$ cat src/rtl/axi4_lite_fanout_n.sv
// One-to-NM AXI4-Lite fanout with per-direction outstanding tracking and an internal
// DECERR responder. Responses are only ever taken from the currently open target.
module axi4_lite_fanout_n #(
  parameter int unsigned AW        = 32,
  parameter int unsigned DW        = 32,
  parameter int unsigned NM        = 4,
  parameter int unsigned SEL_LSB   = 12,
  parameter int unsigned MAX_OUT   = 4,
  parameter int unsigned DECERR_EN = 1
) (
  input  logic                 aclk,
  input  logic                 areset,
  // upstream slave side
  input  logic [AW-1:0]        s_awaddr_i,
  input  logic                 s_awvalid_i,
  output logic                 s_awready_o,
  input  logic [DW-1:0]        s_wdata_i,
  input  logic [DW/8-1:0]      s_wstrb_i,
  input  logic                 s_wvalid_i,
  output logic                 s_wready_o,
  output logic [1:0]           s_bresp_o,
  output logic                 s_bvalid_o,
  input  logic                 s_bready_i,
  input  logic [AW-1:0]        s_araddr_i,
  input  logic                 s_arvalid_i,
  output logic                 s_arready_o,
  output logic [DW-1:0]        s_rdata_o,
  output logic [1:0]           s_rresp_o,
  output logic                 s_rvalid_o,
  input  logic                 s_rready_i,
  // downstream master side, port i occupies slice i of each flat vector
  output logic [NM*AW-1:0]     m_awaddr_o,
  output logic [NM-1:0]        m_awvalid_o,
  input  logic [NM-1:0]        m_awready_i,
  output logic [NM*DW-1:0]     m_wdata_o,
  output logic [NM*DW/8-1:0]   m_wstrb_o,
  output logic [NM-1:0]        m_wvalid_o,
  input  logic [NM-1:0]        m_wready_i,
  input  logic [2*NM-1:0]      m_bresp_i,
  input  logic [NM-1:0]        m_bvalid_i,
  output logic [NM-1:0]        m_bready_o,
  output logic [NM*AW-1:0]     m_araddr_o,
  output logic [NM-1:0]        m_arvalid_o,
  input  logic [NM-1:0]        m_arready_i,
  input  logic [NM*DW-1:0]     m_rdata_i,
  input  logic [2*NM-1:0]      m_rresp_i,
  input  logic [NM-1:0]        m_rvalid_i,
  output logic [NM-1:0]        m_rready_o
);

  localparam int unsigned SW = $clog2(NM);
  localparam int unsigned TW = $clog2(NM + 1);
  localparam int unsigned CW = $clog2(MAX_OUT + 1);
  localparam logic [TW-1:0] DecIdx = TW'(NM);
  localparam logic [CW-1:0] MaxCnt = CW'(MAX_OUT);

  // Index NM is the internal DECERR slot; without DECERR the field wraps (field < 2*NM).
  function automatic logic [TW-1:0] decode(input logic [SW-1:0] field);
    logic [TW-1:0] f;
    f = TW'(field);
    if (f >= DecIdx) return (DECERR_EN != 0) ? DecIdx : f - DecIdx;
    return f;
  endfunction

  function automatic logic [CW-1:0] cnt_next(input logic [CW-1:0] cnt, input logic inc,
                                             input logic dec);
    if (inc && !dec) return cnt + 1'b1;
    if (dec && !inc && cnt != '0) return cnt - 1'b1;
    return cnt;
  endfunction

  logic [TW-1:0] wr_tgt_q, wr_tgt_d, rd_tgt_q, rd_tgt_d;
  logic [CW-1:0] aw_cnt_q, aw_cnt_d, w_cnt_q, w_cnt_d, ar_cnt_q, ar_cnt_d;

  logic          en;
  logic [TW-1:0] aw_sel, ar_sel;
  logic          aw_ok, ar_ok, w_open, wr_dec, rd_dec;
  logic          aw_down_rdy, w_down_rdy, b_down_vld, ar_down_rdy, r_down_vld;
  logic [1:0]    b_down_resp, r_down_resp;
  logic [DW-1:0] r_down_data;
  logic          aw_hs, w_hs, b_hs, ar_hs, r_hs;

  assign en = !areset;

  assign m_awaddr_o = {NM{s_awaddr_i}};
  assign m_wdata_o  = {NM{s_wdata_i}};
  assign m_wstrb_o  = {NM{s_wstrb_i}};
  assign m_araddr_o = {NM{s_araddr_i}};

  // Write path
  always_comb begin
    aw_sel      = decode(s_awaddr_i[SEL_LSB +: SW]);
    aw_ok       = ((aw_cnt_q == '0) || (aw_sel == wr_tgt_q)) && (aw_cnt_q < MaxCnt);
    w_open      = (w_cnt_q != '0);
    wr_dec      = (wr_tgt_q == DecIdx);
    m_awvalid_o = '0;
    m_wvalid_o  = '0;
    m_bready_o  = '0;
    aw_down_rdy = 1'b0;
    w_down_rdy  = 1'b0;
    b_down_vld  = 1'b0;
    b_down_resp = 2'b00;
    for (int i = 0; i < NM; i++) begin
      if (aw_sel == TW'(i)) begin
        m_awvalid_o[i] = en && s_awvalid_i && aw_ok;
        aw_down_rdy    = m_awready_i[i];
      end
      if (wr_tgt_q == TW'(i)) begin
        m_wvalid_o[i] = en && s_wvalid_i && w_open;
        m_bready_o[i] = en && s_bready_i;
        w_down_rdy    = m_wready_i[i];
        b_down_vld    = m_bvalid_i[i];
        b_down_resp   = m_bresp_i[2*i +: 2];
      end
    end
    s_awready_o = en && aw_ok && ((aw_sel == DecIdx) || aw_down_rdy);
    s_wready_o  = en && w_open && (wr_dec || w_down_rdy);
    // A DECERR write owes a B once its W has been swallowed.
    s_bvalid_o  = en && (wr_dec ? (aw_cnt_q > w_cnt_q) : b_down_vld);
    s_bresp_o   = wr_dec ? 2'b11 : b_down_resp;

    aw_hs    = s_awvalid_i && s_awready_o;
    w_hs     = s_wvalid_i && s_wready_o;
    b_hs     = s_bvalid_o && s_bready_i;
    wr_tgt_d = aw_hs ? aw_sel : wr_tgt_q;
    aw_cnt_d = cnt_next(aw_cnt_q, aw_hs, b_hs);
    w_cnt_d  = cnt_next(w_cnt_q, aw_hs, w_hs);
  end

  // Read path
  always_comb begin
    ar_sel      = decode(s_araddr_i[SEL_LSB +: SW]);
    ar_ok       = ((ar_cnt_q == '0) || (ar_sel == rd_tgt_q)) && (ar_cnt_q < MaxCnt);
    rd_dec      = (rd_tgt_q == DecIdx);
    m_arvalid_o = '0;
    m_rready_o  = '0;
    ar_down_rdy = 1'b0;
    r_down_vld  = 1'b0;
    r_down_resp = 2'b00;
    r_down_data = '0;
    for (int i = 0; i < NM; i++) begin
      if (ar_sel == TW'(i)) begin
        m_arvalid_o[i] = en && s_arvalid_i && ar_ok;
        ar_down_rdy    = m_arready_i[i];
      end
      if (rd_tgt_q == TW'(i)) begin
        m_rready_o[i] = en && s_rready_i;
        r_down_vld    = m_rvalid_i[i];
        r_down_resp   = m_rresp_i[2*i +: 2];
        r_down_data   = m_rdata_i[DW*i +: DW];
      end
    end
    s_arready_o = en && ar_ok && ((ar_sel == DecIdx) || ar_down_rdy);
    s_rvalid_o  = en && (rd_dec ? (ar_cnt_q != '0) : r_down_vld);
    s_rresp_o   = rd_dec ? 2'b11 : r_down_resp;
    s_rdata_o   = rd_dec ? '0 : r_down_data;

    ar_hs    = s_arvalid_i && s_arready_o;
    r_hs     = s_rvalid_o && s_rready_i;
    rd_tgt_d = ar_hs ? ar_sel : rd_tgt_q;
    ar_cnt_d = cnt_next(ar_cnt_q, ar_hs, r_hs);
  end

  always_ff @(posedge aclk) begin
    if (areset) begin
      wr_tgt_q <= '0;
      rd_tgt_q <= '0;
      aw_cnt_q <= '0;
      w_cnt_q  <= '0;
      ar_cnt_q <= '0;
    end else begin
      wr_tgt_q <= wr_tgt_d;
      rd_tgt_q <= rd_tgt_d;
      aw_cnt_q <= aw_cnt_d;
      w_cnt_q  <= w_cnt_d;
      ar_cnt_q <= ar_cnt_d;
    end
  end

  // A response with nothing outstanding means a downstream protocol violation.
  b_has_req_a: assert property (@(posedge aclk) disable iff (areset) b_hs |-> aw_cnt_q != '0);
  r_has_req_a: assert property (@(posedge aclk) disable iff (areset) r_hs |-> ar_cnt_q != '0);

endmodule
$ cat config.mk
export PLATFORM = sky130hd
export DESIGN_NAME = axi4_lite_fanout_n
export DESIGN_NICKNAME = d
export VERILOG_FILES = /design/src/rtl/axi4_lite_fanout_n.sv
export SDC_FILE = /design/constraint.sdc
export NUM_CORES = 1
export LEC_CHECK = 0
export BUFFER_PORTS_ARGS = -buffer_cell sky130_fd_sc_hd__clkbuf_2
export CORE_AREA = 4 4 282 284
export CTS_CLUSTER_DIAMETER = 150
export DETAILED_ROUTE_END_ITERATION = 12
export DIE_AREA = 0 0 286 288
export GPL_TIMING_DRIVEN = 0
export PLACE_DENSITY = 0.31
export SYNTH_ARGS = -nofsm -noshare
export SYNTH_HDL_FRONTEND = slang
export SYNTH_SLANG_ARGS = --single-unit
$ cat constraint.sdc
create_clock -name aclk -period 2.5 [get_ports aclk]
set_input_delay 0.125 -clock aclk [delete_from_list [all_inputs] [get_ports aclk]]
set_output_delay 0.125 -clock aclk [all_outputs]
set_load 0.02 [all_outputs]
# Word level (Yosys, flattened, before mapping)
# Cells that the tools add are included.
[word_totals]
regBits = 13
output_inout_bits = 461
wordCells = 152
inputBits = 271
[classes]
n_eq_ne = 14
magnitude_cmp = 2
muxes = 73
addsub = 6
n_reduce_logical = 52
[ops]
columns = ["op", "count"]
rows = [
  ["$mux 32", 4],
  ["$mux 1", 49],
  ["$mux 3", 12],
  ["$logic_and 1x1->1", 32],
  ["$eq 2x2->1 const B", 8],
  ["$mux 2", 8],
  ["$logic_not 3->1", 4],
  ["$add 3x1->3 const B", 3],
  ["$reduce_bool 3->1", 3],
  ["$sub 3x1->3 const B", 3],
  ["$eq 2x1->1 const B", 4],
  ["$logic_not 1->1", 6],
  ["$lt 3x3->1 const B", 2],
  ["$reduce_bool 2->1", 3],
  ["$eq 2x2->1", 2],
  ["$logic_not 2->1", 2],
  ["$logic_or 1x1->1", 2],
]

# Longest topological paths before layout
# Gate-level depths: netlist of the first run.
[depth]
depth_word = 14
ltp_mapped = 8
depth_no_buf = 8

# Worst setup path after synthesis of the first run
# OpenSTA, ideal clock, no wires.
[synth_path]
kind = "reg-to-reg"
start = "register w_cnt_q[0]"
end = "register w_cnt_q[1]"
required_ps = 2430
t_arrival_ps = 1684
path_slack_ps = 746
period_less_slack_ps = 1754
path_buffers = 0
setup_time_ps = 70
path_stages_with_launch = 9
path_cell_list = "dfxtp_1 > inv_1 > ha_1 > ha_1 > nor3b_1 > nand2_1 > a31o_2 > mux2_2 > a21oi_1"
[synth_via]
elab_chain_cells = 9
elab_cells_between_ends = 18
classes_between = "add/sub: 2; mux: 7; reduce/logical: 9"
[synth_rtl]
columns = ["item", "line", "rtl"]
rows = [
  ["start, declared", "73", "logic [CW-1:0] aw_cnt_q, aw_cnt_d, w_cnt_q, w_cnt_d, ar_cnt_q, ar_cnt_d;"],
  ["start signal, assigned", "175", "w_cnt_q <= w_cnt_d;"],
  ["branches (longest 9 deep; another with $add 3x1->3)", "n/a", ""],
]
# Parallel ways; which one is timed is not known. The select of a mux whose other input is x is not followed.
# A chain may end at the register's enable or synchronous reset.

# Worst setup path in the final report of the first run
[layout_path]
start = "register rd_tgt_q[0]"
end = "output port s_rdata_o[10]"
[layout_via]
elab_chain_cells = 5
elab_cells_between_ends = 8
classes_between = "eq/ne: 3; mux: 4; reduce/logical: 1"
[layout_rtl]
columns = ["item", "line", "rtl"]
rows = [
  ["start, declared", "72", "logic [TW-1:0] wr_tgt_q, wr_tgt_d, rd_tgt_q, rd_tgt_d;"],
  ["start signal, assigned", "173", "rd_tgt_q <= rd_tgt_d;"],
  ["$logic_not 3->1", "146", "if (rd_tgt_q == TW'(i)) begin"],
  ["$mux 32 (3 in series)", "146", ""],
  ["$mux 32 (*)", "146", ""],
  ["end, declared", "27", "output logic [DW-1:0] s_rdata_o,"],
]
# Mark *: on every way between the ends. The rest lies on a longest branch, timed or not.

==> qor.txt, run 1 <==
Global placement routability congestion -> 0.773
Global route overflow -> 0
Drt first pass iters -> 4
PD cells -> 284 nW/µm²
WL/cell -> 14.5 µm
DRC -> 0
Startpoint types -> register
Top cell type's share of synthesized area -> 0.588
DIE AREA -> 82,400 µm²
Worst VDD drop -> 0.186 mV
Slew headroom -> 0.438
Hold Path Class -> primary input to register
Avg Inst Size Synth -> 8.53 µm²
Syn-to-layout area delta -> 89.0%
Slew @ Worst Pin -> 0.844 ns
Tot Pwr -> 2.74 mW
Chip height -> 288 µm
Max Cap Viol -> 0
Drt total wl -> 32.9 mm
FP Rows -> 102
Root buffer cell -> clkbuf_16
Synth warn -> 0
Placed Area -> 9570 µm²
Largest net degree at the start of global routing -> 15
Cell variety after synth -> 43
CTS Buf Count -> 3
Die X-Extent -> 286 µm
Layout cells sized above 1 -> 0.889
Final worst-path cycle share -> 0.926
Max-slew violation count -> 0
Initial antenna violation count -> 2
Status -> finished, final reports clean
Slowest-stage cell, CP -> mux4_2
Via count -> 5,953
Final hold vios -> 0
Initial Utilization -> 0.0663
Port bufs -> 631
DR iter-0 viols -> 95
Fmax -> 432 MHz
Cell Count, Final, Fillers Out -> 2,273
Fin crit period -> 2.31 ns
P_leak -> 5.31 nW
CP endpoint kind -> primary output
Crit-path max cell delay -> 0.60 ns
Hold_ws -> 0.173 ns
Critical path peak fanout -> 10
Placeable Area -> 77,100 µm²
Leading area contributor after synthesis -> buf_4
Worst Path Arrival -> 2.19 ns
Post-Syn Nets -> 879
Worst-path cell chain -> buf_2, buf_2, mux4_2, clkbuf_2
Post-Synthesis Cell Area -> 5110 µm²
Number of flops mapped to enable cells by yosys -> 0
Vias in the first global route -> 6,115
Clock transition at path regs -> 0.07 ns
Largest cells by area after synthesis -> buf_4 (59%), mux4_2 (18%), dfxtp_1 (5.1%), ha_1 (2.2%), mux2i_1 (1.6%)
Final setup violation count -> 0
HPWL after DPL -> 31.3 mm
Htree depth -> 1
# diodes -> 0
Post-route cell area -> 9650 µm²
Hold_buf cts -> 0
Clk sinks -> 13
Clk_lat worst skew -> 0.27 ns
Clock Tree Buf Depth -> 2
CTS tree -> done
RSZ-0062 raised after global routing -> no
Placed Instances -> 2,270
Fraction of registers with async set or reset after synthesis -> 0
Final Skew -> 0.0166 ns
Final #Nets -> 1,514
Sequential area share after synthesis -> 0.0510
Cells after synthesis -> 599
Tot GR Track Use -> 0.0727
Yosys reg bits -> 13
Crit-path most repeated cell -> buf_2
Vias/cell -> 2.62
Synth Flop Type -> dfxtp_1
TNS Setup -> 0 ns
WP data required -> 2.38 ns
Detail Route Antenna Nets -> 0
# IOs -> 732
Global-route wire length before repair -> 43.6 mm
WS Path Type -> register to primary output
[layer usage]
layer,global-route usage,vias up,part of all wire,wire length [µm]
li1,-,2857,-,-
met1,0.0703,2725,0.32,10500
met2,0.157,363,0.60,19600
met3,0.0212,6,0.083,2740
met4,0.000869,2,0.00070,23
met5,0,-,0.00039,13
[synthesized netlist by cell type, types with 2 or more instances]
| master | n |
|---|---|
| nor2b_1 | 3 |
| a21boi_0 | 2 |
| nand3b_1 | 3 |
| buf_6 | 2 |
| mux2i_1 | 8 |
| buf_2 | 8 |
| mux4_2 | 40 |
| a21oi_1 | 4 |
| nor3b_1 | 6 |
| nand3_1 | 2 |
| inv_1 | 12 |
| xnor2_1 | 5 |
| a211oi_1 | 2 |
| nand2b_1 | 4 |
| nor3_1 | 6 |
| nor2_1 | 18 |
| nor4_1 | 3 |
| dfxtp_1 | 13 |
| nand4_1 | 4 |
| buf_4 | 400 |
| ha_1 | 9 |
| and2_1 | 2 |
| nand2_1 | 13 |
| a31o_2 | 2 |
| a31oi_1 | 4 |
| clkbuf_1 | 7 |
[sequential cells by signal, indices dropped and copies added (netlist names)]
register  count
wr_tgt_q      2
ar_cnt_q      3
rd_tgt_q      2
aw_cnt_q      3
w_cnt_q       3
[worst max-delay path: cells and delay by family (launching register included)]
kind     cells  cell delay, ns
flops        1            0.38
mux          1            0.60
buf+inv      3            0.92
[power by group]
| part | internal (mW) | leakage (nW) | total, mW | switching, mW |
|---|---|---|---|---|
| logic | 0.971 | 5.16 | 2.13 | 1.16 |
| registers | 0.236 | 0.106 | 0.262 | 0.0264 |
| clock network | 0.218 | 0.0382 | 0.357 | 0.138 |
[path summary, 6_finish.rpt]
| path | startpoint | endpoint | slack, ns | cells past startpoint |
|---|---|---|---|---|
| hold / removal | s_araddr_i[12] | rd_tgt_q[0] | 0.17 | 3 |
| setup reg to reg | rd_tgt_q[1] | ar_cnt_q[1] | 0.48 | 6 |
| hold reg to reg | w_cnt_q[1] | w_cnt_q[1] | 0.49 | 2 |
| setup / recovery | rd_tgt_q[0] | s_rdata_o[10] | 0.19 | 4 |
[kinds of logic (layout without fill, tap and decap cells)]
kind of cell             after synthesis  in the layout  synth area share
XOR/XNOR                               5              5           0.00857
flip-flops                            13             13            0.0510
buffers and inverters                430           1064             0.615
multiplexers                          49             49             0.194
AND/OR/NAND/NOR                       70             70            0.0762
AO/OA/AOI/OAI                         23             23            0.0328
adder cells (fa/ha/maj)                9              9            0.0220
[per-stage QoR]
stage	setup slack [ns]	util
after detailed placement	-0.159	0.124
final	0.185	0.125
after global routing	0.0438	0.125
after global placement	-0.144	0.124
after floorplan	0.746	-
after CTS	0.0000233	0.125
[cells in the final DEF, fill, tap and decap left out, types with 2 or more instances in the layout]
cell	synthesis	layout
and2_1	2	2
nor3b_1	6	6
clkbuf_2	1	634
mux4_2	40	40
nor4_1	3	3
xnor2_1	5	5
dfxtp_1	13	13
nand2b_1	4	4
mux2i_1	8	8
nor2_1	18	18
buf_2	8	6
ha_1	9	9
nor2b_1	3	3
nand4_1	4	4
clkbuf_1	7	5
a31o_2	2	2
nand3_1	2	2
buf_6	2	2
a21boi_0	2	2
a31oi_1	4	4
nand3b_1	3	3
nand2_1	13	13
nor3_1	6	6
buf_4	400	401
inv_1	12	12
clkbuf_16	0	3
a21oi_1	4	4
[area by class of cell]
class,instances,area (µm²)
sequential,13,260
fill,9025,67400
buffer,417,3100
inverter,12,45.0
timing repair buffer,631,3160
tap,1040,1300
clock buffer,4,78.8
multi-input combinational,156,1710
[timing repair]
action                     4_1_cts  5_1_grt
setup endpoints to repair       17        2
gates resized for setup          3        4
buffers inserted                 0        0
Power figures use the tool's default switching activity.
==> run 2: changes to the inputs <==
CORE_AREA = 4 4 286 288   (was 4 4 282 284)
DIE_AREA = 0 0 290 292   (was 0 0 286 288)
PLACE_DENSITY = 0.3   (was 0.31)
clock period = 2.8 ns   (was 2.5 ns; I/O delays follow)
==> qor.txt, run 2 (synthesis results as in run 1) <==
Setup bufs post-CTS -> 0 (unchanged)
PD cells -> 248 nW/µm² (-13%)
Global placement routability congestion -> 0.764 (-1.1%)
Final Skew -> 0.0168 ns (+0.000278 ns)
Multi-input logic area -> 1710 µm² (-0.29%)
Hold_ws -> 0.165 ns (-0.00821 ns)
Slew headroom -> 0.479 (+0.0414)
Die X-Extent -> 290 µm (+1.4%)
Layout cells sized above 1 -> 0.887 (-0.00234)
DIE AREA -> 84,700 µm² (+2.8%)
Clock Tree Buf Depth -> 2 (unchanged)
Worst VDD drop -> 0.173 mV (-7.4%)
Initial antenna violation count -> 1 (-1)
WS Path Type -> register to primary output
WP data required -> 2.66 ns (+0.28 ns)
# IOs -> 732 (unchanged)
Top Registers -> ar_cnt_q (3), aw_cnt_q (3), w_cnt_q (3)
Post-layout util -> 0.122 (-0.00277)
# diodes -> 0 (unchanged)
Final worst-path cycle share -> 0.909
Slowest-stage cell, CP -> clkbuf_1
P_leak -> 5.31 nW (about the same)
Vias in the first global route -> 6,288 (+2.8%)
Commonest non-fill, non-tap cell in the layout -> clkbuf_2
Highest-count cells in the layout ignoring fill and taps -> clkbuf_2 (633), buf_4 (400), mux4_2 (40)
Vias/cell -> 2.60 (-0.63%)
CP endpoint kind -> primary output
Startpoint types -> register
Placed Area -> 9580 µm² (+0.13%)
Register area -> 260 µm² (unchanged)
Chip height -> 292 µm (+1.4%)
Htree depth -> 1 (unchanged)
Global route overflow -> 0 (unchanged)
Post-route cell area -> 9660 µm² (about the same)
Fmax -> 393 MHz
Fin crit period -> 2.55 ns
Clk_lat worst skew -> 0.27 ns (about the same)
DR iter-0 viols -> 124 (+31%)
Final #Nets -> 1,515 (+0.066%)
Status -> finished, final reports clean
CTS tree -> done
TNS Setup -> 0 ns (unchanged)
Slew @ Worst Pin -> 0.781 ns (-0.0622 ns)
Crit-path most repeated cell -> clkbuf_1
Root buffer cell -> clkbuf_16
Drt total wl -> 28.4 mm (-14%)
Drt first pass iters -> 6 (+2)
Tot Pwr -> 2.39 mW (-13%)
Tot GR Track Use -> 0.0621 (-0.0105)
Fill cell count -> 9,279 (+2.8%)
Via count -> 5,944 (-0.15%)
Worst Path Arrival -> 2.41 ns (+0.22 ns)
HPWL after DPL -> 27.1 mm (-13%)
Largest net degree at the start of global routing -> 11 (-4)
RSZ-0062 raised after global routing -> no
Final hold vios -> 0 (unchanged)
Clk sinks -> 13 (unchanged)
Clock transition at path regs -> 0.07 ns (about the same)
Max Cap Viol -> 0 (unchanged)
Syn-to-layout area delta -> 89.1% (about the same)
Max-slew violation count -> 0 (unchanged)
Worst-path cell chain -> buf_2, clkbuf_1, clkbuf_1, mux4_2, clkbuf_2
Detail Route Antenna Nets -> 0 (unchanged)
DRC -> 0 (unchanged)
Hold Path Class -> primary input to register
Crit-path max cell delay -> 0.55 ns (-0.05 ns)
Placeable Area -> 78,900 µm² (+2.3%)
CTS Buf Count -> 3 (unchanged)
Initial Utilization -> 0.0648 (-0.00150)
Critical path peak fanout -> 10 (unchanged)
Port bufs -> 631 (unchanged)
FP Rows -> 103 (+0.98%)
WL/cell -> 12.4 µm (-14%)
Final setup violation count -> 0 (unchanged)
Global-route wire length before repair -> 40.4 mm (-7.3%)
## run 2: cell types whose count changed in the layout (fill, tap and decap cells not counted), sizes merged
cell	previous run	this run
buf	409	410
## run 2: worst paths after layout
check / slack [ns] / cells after the start / to / startpoint
setup / recovery: 0.25 / 5 / s_rdata_o[25] / rd_tgt_q[1]
hold / removal: 0.16 / 3 / rd_tgt_q[0] / s_araddr_i[12]
setup reg to reg: 0.84 / 8 / w_cnt_q[1] / w_cnt_q[0]
hold reg to reg: 0.49 / 2 / w_cnt_q[1] / w_cnt_q[1]
## run 2: layout make-up
class                           instances  area share
Inverter                               12     0.00466
Clock buffer                            4     0.00816
Timing Repair Buffer                  631       0.327
Sequential cell                        13      0.0269
Tap cell                             1050       0.136
Buffer                                418       0.321
Multi-Input combinational cell        156       0.177
## run 2: layer usage
layer	track usage	vias to the layer above	wire, µm
li1	-	2864	-
met1	0.0563	2701	8730
met5	0	-	0
met3	0.0205	18	2380
met4	0.00792	0	373
met2	0.134	361	16900
## run 2: where the power goes
group          internal, mW  switching, mW
clock                 0.195          0.123
combinational         0.865          0.974
sequential            0.210         0.0243
## run 2: metrics by stage
stage / setup slack [ns] / cells
4_1_cts: 0.188 / 2284
3_3_place_gp: 0.239 / 2280
2_1_floorplan: 1.05 / 599
5_1_grt: 0.125 / 2284
6_report: 0.254 / 2284
3_5_place_dp: 0.243 / 2280
## run 2: critical path, delay by kind of cell (launching register included)
| kind | cells | cell delay [ns] |
|---|---|---|
| muxes | 1 | 0.41 |
| buffers and inverters | 4 | 1.41 |
| DFF | 1 | 0.30 |
## run 2: timing repair
action                                  in CTS  in global routing
endpoints found under the setup margin       1                  0
endpoints found under the hold margin        0                  0
gates resized for setup                      1                  0
hold buffers                                 0                  0
==> run 3: changes to the inputs <==
CORE_AREA = 4 4 282 284   (was 4 4 286 288)
DIE_AREA = 0 0 286 288   (was 0 0 290 292)
PLACE_DENSITY = 0.31   (was 0.3)
clock period = 2.7 ns   (was 2.8 ns; I/O delays follow)
==> qor.txt, run 3 (synthesis results as in run 1) <==
Crit-path max cell delay -> 0.62 ns (+0.07 ns)
Final worst-path cycle share -> 0.897
Fin crit period -> 2.42 ns
PD cells -> 263 nW/µm² (+6.2%)
Placed Area -> 9570 µm² (-0.13%)
Final setup violation count -> 0 (unchanged)
FP Rows -> 102 (-0.97%)
Detail Route Antenna Nets -> 0 (unchanged)
Slowest-stage cell, CP -> mux4_2
CP endpoint kind -> primary output
Clock transition at path regs -> 0.07 ns (about the same)
Vias in the first global route -> 6,121 (-2.7%)
Htree depth -> 1 (unchanged)
Top Registers -> ar_cnt_q (3), aw_cnt_q (3), w_cnt_q (3)
Final hold vios -> 0 (unchanged)
Hold Path Class -> primary input to register
RSZ-0062 raised after global routing -> no
Root buffer cell -> clkbuf_16
Hold_buf cts -> 0 (unchanged)
Clk sinks -> 13 (unchanged)
Post-route cell area -> 9650 µm² (about the same)
Clk_lat worst skew -> 0.27 ns (about the same)
Syn-to-layout area delta -> 89.0% (about the same)
TNS Setup -> 0 ns (unchanged)
Worst Path Arrival -> 2.29 ns (-0.12 ns)
Clock Tree Buf Depth -> 2 (unchanged)
Fmax -> 413 MHz
CTS tree -> done
Initial antenna violation count -> 2 (+1)
Max Cap Viol -> 0 (unchanged)
Final Skew -> 0.0164 ns (-0.000446 ns)
Highest-count cells in the layout ignoring fill and taps -> clkbuf_2 (634), buf_4 (400), mux4_2 (40)
HPWL after DPL -> 31.3 mm (+16%)
Global route overflow -> 0 (unchanged)
P_leak -> 5.31 nW (about the same)
CTS Buf Count -> 3 (unchanged)
DR iter-0 viols -> 84 (-32%)
Worst VDD drop -> 0.172 mV (-0.27%)
Critical path peak fanout -> 10 (unchanged)
Final #Nets -> 1,515 (unchanged)
Slew @ Worst Pin -> 0.835 ns (+0.0537 ns)
WP data required -> 2.57 ns (-0.09 ns)
Slew headroom -> 0.443 (-0.0358)
Setup bufs post-CTS -> 0 (unchanged)
Via count -> 5,963 (+0.32%)
Max-slew violation count -> 0 (unchanged)
Status -> finished, final reports clean
Drt first pass iters -> 4 (-2)
DRC -> 0 (unchanged)
Worst-path cell chain -> buf_2, buf_2, mux4_2, clkbuf_2
# diodes -> 0 (unchanged)
Tot GR Track Use -> 0.0727 (+0.0106)
Layout cells sized above 1 -> 0.888 (+0.00162)
DIE AREA -> 82,400 µm² (-2.7%)
Global placement routability congestion -> 0.773 (+1.1%)
Global-route wire length before repair -> 43.6 mm (+7.9%)
Post-layout util -> 0.125 (+0.00276)
Drt total wl -> 33.0 mm (+16%)
WL/cell -> 14.5 µm (+17%)
Largest net degree at the start of global routing -> 11 (unchanged)
Vias/cell -> 2.62 (+0.76%)
# IOs -> 732 (unchanged)
Initial Utilization -> 0.0663 (+0.00150)
WS Path Type -> register to primary output
Startpoint types -> register
Die X-Extent -> 286 µm (-1.4%)
Port bufs -> 631 (unchanged)
Crit-path most repeated cell -> buf_2
Chip height -> 288 µm (-1.4%)
Commonest non-fill, non-tap cell in the layout -> clkbuf_2
Placeable Area -> 77,100 µm² (-2.3%)
[run 3: final cells by class]
type	count	area [µm²]
fillers	9027	67400
well taps	1040	1300
flip-flops and latches	13	260
inverters	12	45.0
clock buffers	4	78.8
repair buffers	631	3160
plain buffers	418	3100
multi-input cells	156	1710
[run 3: metal layers]
metal  vias to the layer above  share of wire  GRT usage
met5                         -        0.00039          0
met4                         2        0.00070   0.000869
met3                         6          0.083     0.0212
met2                       363           0.60      0.157
met1                      2733           0.32     0.0703
li1                       2859              -          -
[run 3: where the power goes]
group | switching, mW | internal, mW | total (mW)
combinational | 1.07 | 0.898 | 1.97
clock | 0.128 | 0.202 | 0.330
sequential | 0.0244 | 0.218 | 0.243
total | 1.22 | 1.32 | 2.54
[run 3: timing repair]
| action | CTS | global route |
|---|---|---|
| setup endpoints to repair | 7 | 2 |
| pin swaps | 0 | 0 |
| gates resized for setup | 2 | 2 |
[run 3: through the flow]
step,instances,power (mW),setup WS [ns],hold WS (ns)
final,2274,2.54,0.277,0.183
after detailed placement,2270,2.27,0.0215,0.466
after global routing,2274,2.72,0.0958,0.180
after global placement,2270,2.27,0.0357,0.465
after CTS,2274,2.62,0.0112,0.172
after floorplan,599,1.54,0.946,0.383
[run 3: worst paths after layout]
kind	start	end	slack [ns]	depth (start not counted)
worst max register to register	wr_tgt_q[0]	aw_cnt_q[1]	0.73	7
worst min-delay path	s_araddr_i[12]	rd_tgt_q[0]	0.18	3
worst min register to register	w_cnt_q[1]	w_cnt_q[1]	0.49	2
worst max-delay path	rd_tgt_q[0]	s_rdata_o[28]	0.28	4
[run 3: critical path: cells and delay by family (launching register included)]
family,cells,cell delay (ns)
flops,1,0.38
buf+inv,3,0.99
mux,1,0.62
